$ cat src/rtl/asg_sweep_ctrl.sv
// rtl/asg_sweep_ctrl.sv - frequency-sweep sequencer driving one ASG channel step word
// Walks the step word between start and stop, holding each point for a programmable dwell.
module asg_sweep_ctrl #(
  parameter int STW = 62
) (
  input  logic             dac_clk_i,
  input  logic             dac_rst_i,
  input  logic             cfg_start_i,
  input  logic             cfg_stop_i,
  input  logic [1:0]       cfg_mode_i,
  input  logic [STW-1:0]   cfg_step_start_i,
  input  logic [STW-1:0]   cfg_step_stop_i,
  input  logic [STW-1:0]   cfg_step_inc_i,
  input  logic [31:0]      cfg_dwell_i,
  input  logic [15:0]      cfg_nsweep_i,
  output logic [STW-1:0]   asg_step_o,
  output logic             asg_step_vld_o,
  output logic             asg_trig_o,
  output logic             asg_rst_o,
  output logic             busy_o,
  output logic             done_o,
  output logic             dir_o,
  output logic [15:0]      sweep_cnt_o,
  output logic             err_o
);

  typedef enum logic [1:0] {S_IDLE, S_ARM, S_RUN, S_DONE} state_t;

  state_t         state_q;
  logic [STW-1:0] step_q, start_q, stop_q, inc_q;
  logic [31:0]    dwell_cfg_q, dwell_q;
  logic [15:0]    nsweep_q, cnt_q;
  logic [1:0]     mode_q;
  logic           vld_q, trig_q, asg_rst_q, busy_q, done_q, dir_q, err_q;

  logic [STW:0]   up_sum, dn_diff;
  logic [STW-1:0] up_next_d, dn_next_d;
  logic [15:0]    cnt_d;
  logic [31:0]    dwell_ld;
  logic           last_sweep, cfg_ok;

  // One extra bit catches adder carry / subtractor borrow so the step never wraps.
  always_comb begin
    up_sum    = {1'b0, step_q} + {1'b0, inc_q};
    dn_diff   = {1'b0, step_q} - {1'b0, inc_q};
    up_next_d = (up_sum[STW] || (up_sum[STW-1:0] > stop_q)) ? stop_q : up_sum[STW-1:0];
    dn_next_d = (dn_diff[STW] || (dn_diff[STW-1:0] < start_q)) ? start_q : dn_diff[STW-1:0];
    cnt_d      = (cnt_q == 16'hFFFF) ? cnt_q : cnt_q + 16'd1;
    last_sweep = (nsweep_q != 16'd0) && ((cnt_q + 16'd1) == nsweep_q);
    dwell_ld   = (dwell_cfg_q == 32'd0) ? 32'd1 : dwell_cfg_q;
    cfg_ok     = (cfg_step_start_i <= cfg_step_stop_i) && (cfg_step_inc_i != '0);
  end

  always_ff @(posedge dac_clk_i or posedge dac_rst_i) begin
    if (dac_rst_i) begin
      state_q     <= S_IDLE;
      step_q      <= '0;
      start_q     <= '0;
      stop_q      <= '0;
      inc_q       <= '0;
      dwell_cfg_q <= '0;
      dwell_q     <= '0;
      nsweep_q    <= '0;
      cnt_q       <= '0;
      mode_q      <= '0;
      vld_q       <= 1'b0;
      trig_q      <= 1'b0;
      asg_rst_q   <= 1'b1;
      busy_q      <= 1'b0;
      done_q      <= 1'b0;
      dir_q       <= 1'b0;
      err_q       <= 1'b0;
    end else begin
      vld_q  <= 1'b0;
      trig_q <= 1'b0;
      err_q  <= 1'b0;
      if (cfg_stop_i) begin
        state_q   <= S_IDLE;
        asg_rst_q <= 1'b1;
        busy_q    <= 1'b0;
        done_q    <= 1'b0;
      end else begin
        case (state_q)
          S_IDLE, S_DONE: begin
            if (cfg_start_i) begin
              if (!cfg_ok) begin
                err_q <= 1'b1;
              end else begin
                mode_q      <= cfg_mode_i;
                start_q     <= cfg_step_start_i;
                stop_q      <= cfg_step_stop_i;
                inc_q       <= cfg_step_inc_i;
                dwell_cfg_q <= cfg_dwell_i;
                nsweep_q    <= cfg_nsweep_i;
                step_q      <= cfg_step_start_i;
                vld_q       <= 1'b1;
                asg_rst_q   <= 1'b0;
                dir_q       <= 1'b0;
                cnt_q       <= '0;
                done_q      <= 1'b0;
                busy_q      <= 1'b1;
                state_q     <= S_ARM;
              end
            end
          end
          S_ARM: begin
            trig_q  <= 1'b1;
            dwell_q <= dwell_ld;
            state_q <= S_RUN;
          end
          S_RUN: begin
            if (dwell_q > 32'd1) begin
              dwell_q <= dwell_q - 32'd1;
            end else begin
              dwell_q <= dwell_ld;
              if (!dir_q && (step_q != stop_q)) begin
                step_q <= up_next_d;
                vld_q  <= 1'b1;
              end else if (dir_q && (step_q != start_q)) begin
                step_q <= dn_next_d;
                vld_q  <= 1'b1;
              end else if (!dir_q && (mode_q == 2'd2) && (start_q != stop_q)) begin
                dir_q  <= 1'b1;
                step_q <= dn_next_d;
                vld_q  <= 1'b1;
              end else if ((mode_q == 2'd0) || (mode_q == 2'd3)) begin
                cnt_q   <= 16'd1;
                busy_q  <= 1'b0;
                done_q  <= 1'b1;
                state_q <= S_DONE;
              end else begin
                // Sweep boundary in mode 1, or mode 2 end of the down-leg (or a degenerate up-leg).
                cnt_q <= cnt_d;
                if (last_sweep) begin
                  busy_q  <= 1'b0;
                  done_q  <= 1'b1;
                  state_q <= S_DONE;
                end else begin
                  dir_q  <= 1'b0;
                  step_q <= (mode_q == 2'd1) ? start_q : up_next_d;
                  vld_q  <= 1'b1;
                end
              end
            end
          end
          default: state_q <= S_IDLE;
        endcase
      end
    end
  end

  assign asg_step_o     = step_q;
  assign asg_step_vld_o = vld_q;
  assign asg_trig_o     = trig_q;
  assign asg_rst_o      = asg_rst_q;
  assign busy_o         = busy_q;
  assign done_o         = done_q;
  assign dir_o          = dir_q;
  assign sweep_cnt_o    = cnt_q;
  assign err_o          = err_q;

endmodule

$ cat config.mk
export PLATFORM = sky130hd
export DESIGN_NAME = asg_sweep_ctrl
export DESIGN_NICKNAME = d
export VERILOG_FILES = /design/src/rtl/asg_sweep_ctrl.sv
export SDC_FILE = /design/constraint.sdc
export NUM_CORES = 2
export LEC_CHECK = 0
export ABC_AREA = 1
export BUFFER_PORTS_ARGS = -buffer_cell sky130_fd_sc_hd__buf_2
export CELL_PAD_IN_SITES_DETAIL_PLACEMENT = 1
export CELL_PAD_IN_SITES_GLOBAL_PLACEMENT = 1
export CORE_MARGIN = 2
export CORE_UTILIZATION = 43
export CTS_BUF_LIST = sky130_fd_sc_hd__clkbuf_16
export DETAILED_ROUTE_END_ITERATION = 8
export GPL_ROUTABILITY_DRIVEN = 1
export HOLD_SLACK_MARGIN = 0.1
export PLACE_DENSITY_LB_ADDON = 0.1
export SYNTH_ARGS = -nofsm -noshare
export SYNTH_HDL_FRONTEND = slang
export SYNTH_SLANG_ARGS = --single-unit
$ cat constraint.sdc
create_clock -name dac_clk_i -period 15.55 [get_ports dac_clk_i]
set_input_delay 3.11 -clock dac_clk_i [delete_from_list [all_inputs] [get_ports dac_clk_i]]
set_output_delay 3.11 -clock dac_clk_i [all_outputs]
set_load 0.1 [all_outputs]
==> qor.yml <==
detailed_routing:
  routedWlPerCell_um: 23.91
  drc: 0
  wirelength_mm: 182.7
  vias: 42910
  viasPerCell: 5.615
  drtIter0Drc: 3652
  ant_nets: 0
  dr.pass1.iters: 6
clock_tree:
  cts.clk_slew.worst_paths_ns: 0.06
  hold_buffers: 0
  cts-root-buf: "clkbuf_16"
  cts_setup_buffers: 0
  clock_latency_ns: 0.67
  h-tree-depth: 2
  numCtsBuffers: 47
  cts_tree: "built"
  clockBufferDepth: 3
  cts-resized-gates: 0
  cts_sinks: 355
floorplanning:
  ios: 325
  die_area_um2: 90330
  die_w_um: 300.6
  rows: 108
  core-area_um2: 87020
  start_util_pct: 43.45
  die_h_um: 300.6
logic_synthesis:
  ys_async_sr_fraction_pct: 100.0
  synth_edf_count: 0
  synth_area_leaders: "dfrtp_1 (23%), nand2_1 (19%), ha_1 (10%), inv_1 (9.7%), a21oi_1 (7.0%)"
  synth_top_area_share_pct: 23.43
  ys.flop_type: "dfrtp_1"
  ys_ff_latch: 355
  ys.warnings.count: 0
  ys_types: 53
  synthCells: 6283
  avgSynthCellArea_um2: 6.019
  yosysTopAreaCell: "dfrtp_1"
  mappedNetlistArea_um2: 37820
  yosysSeqAreaShare_pct: 23.50
  synth_nets: 6842
timing:
  rsz0062_at_grt: "no"
  setup_viol: 0
  fin_skew_ns: 0.04227
  finalCriticalPeriod_ns: 7.200
  tightest_slew_ns: 1.276
  tns_ns: 0
  drv_slew: 0
  finalHoldViolCount: 0
  max_slew_margin_pct: 14.18
  fmax_ghz: 0.1389
  whs_ns: 0.4932
  final.period_utilization_pct: 46.30
run:
  cap_violations: 0
layout:
  final_common_cell: "nand2_1"
  multi_input_area_um2: 24120
  fill_cells: 12280
  layout_common_cells: "nand2_1 (1901), inv_1 (985), nor2_1 (658), a21oi_1 (527), nand3_1 (465)"
  finalNetCount: 7005
  area_growth_pct: 9.923
  seq_area_um2: 8885
  drive_gt1_share_pct: 7.389
setup_path:
  end_kind: "register"
  cp_max_fo: 107
  required_ns: 16.00
  cp.arrival_ns: 7.65
  path_class: "in -> reg"
  reg2reg_slack_ns: 8.98
  start_kind: "primary input"
grt:
  globalRouteTotalUtil_pct: 39.67
  grt_max_degree: 108
  grt_pass1_wl_mm: 268.9
  grt_overflow_total: 0
  antenna_found_initial: 14
  grt_pass1_vias: 43340
placement:
  dpl.hpwl_mm: 145.8
  gp_congestion: 1.014
  io_buffers: 324
outcome:
  status: "finished, final reports clean"
hold_path:
  hold_path_class: "reg -> reg"
## registers in the layout (all words and copies together) (netlist names)
| signal | count |
|---|---|
| asg_step_o | 62 |
| inc_q | 62 |
| start_q | 62 |
| stop_q | 62 |
| dwell_cfg_q | 32 |
| dwell_q | 32 |
| nsweep_q | 16 |
| sweep_cnt_o | 16 |
| mode_q | 2 |
| state_q | 2 |
| asg_rst_o | 1 |
| asg_step_vld_o | 1 |
| asg_trig_o | 1 |
| busy_o | 1 |
| dir_o | 1 |
| done_o | 1 |
| err_o | 1 |
## path summary, 6_finish.rpt
check                                         from         endpoint  cells past startpoint
max in group asynchronous                dac_rst_i        inc_q[32]                      4
worst min-delay path                        done_o           done_o                      2
worst min register to register              done_o           done_o                      2
worst max-delay path            cfg_step_inc_i[55]        inc_q[45]                     11
min in group asynchronous                dac_rst_i  sweep_cnt_o[14]                      2
worst max register to register      asg_step_o[10]   asg_step_o[59]                     29
## metal layers
| metal | wire length, µm | track usage, % | vias up |
|---|---|---|---|
| met4 | 8663 | 17.10 | 16 |
| li1 | - | - | 20050 |
| met2 | 81280 | 62.96 | 1567 |
| met1 | 77720 | 52.43 | 20910 |
| met3 | 14950 | 7.799 | 372 |
| met5 | 95 | 0 | - |
## synth_stat cells (9+ instances only)
master / count
nand3b_1: 15
nor3_1: 47
nand2_1: 1903
a21o_1: 10
o21ai_1: 19
and2_1: 9
o21a_1: 10
dfrtp_1: 354
nand3_1: 466
buf_1: 9
inv_2: 10
buf_2: 104
nor2_1: 661
nand4_1: 74
a21oi_1: 527
o21bai_1: 22
a31oi_1: 9
inv_1: 981
o21ai_0: 280
xor2_1: 191
xnor2_1: 49
o211ai_1: 10
ha_1: 317
buf_6: 11
nor4_1: 18
clkbuf_1: 112
## final cells by class
type / instances / share of cell area, %
Clock inverter: 39 / 0.8037
Clock buffer: 47 / 2.829
Sequential cell: 355 / 21.37
Inverter: 995 / 9.009
Tap cell: 1155 / 3.477
Antenna cell: 4 / 0.02408
Timing Repair Buffer: 355 / 4.461
Multi-Input combinational cell: 4692 / 58.02
## critical path, cell delays in order
cell	delay, ns
buf_2	0.10
nor4_1	1.05
nand4_1	0.21
nor2_1	0.17
nand4_1	0.31
nand2_1	0.37
inv_1	0.12
nand4_4	0.36
buf_4	0.62
buf_4	0.86
o21ai_0	0.23
## through the flow
step,instance area [µm²],instances,utilization [%],worst slack (ns)
final,41570,7642,47.77,8.350
after global routing,41570,7642,47.77,8.238
after floorplan,37820,6283,-,2.593
after global placement,40050,7552,46.02,8.111
after CTS,41560,7638,47.75,8.495
after detailed placement,40050,7552,46.02,7.868
## logic make-up after synthesis
family	after synthesis	synth area share (%)
compound gates	907	12.56
xor+xnor	240	5.559
fa+ha+maj	319	10.59
buf+inv	1236	12.88
flops	355	23.50
simple gates	3226	34.90
Power is left out: the tool's default activity adds up to more than one toggle a clock period on the data nets, which glitch-free logic cannot reach.
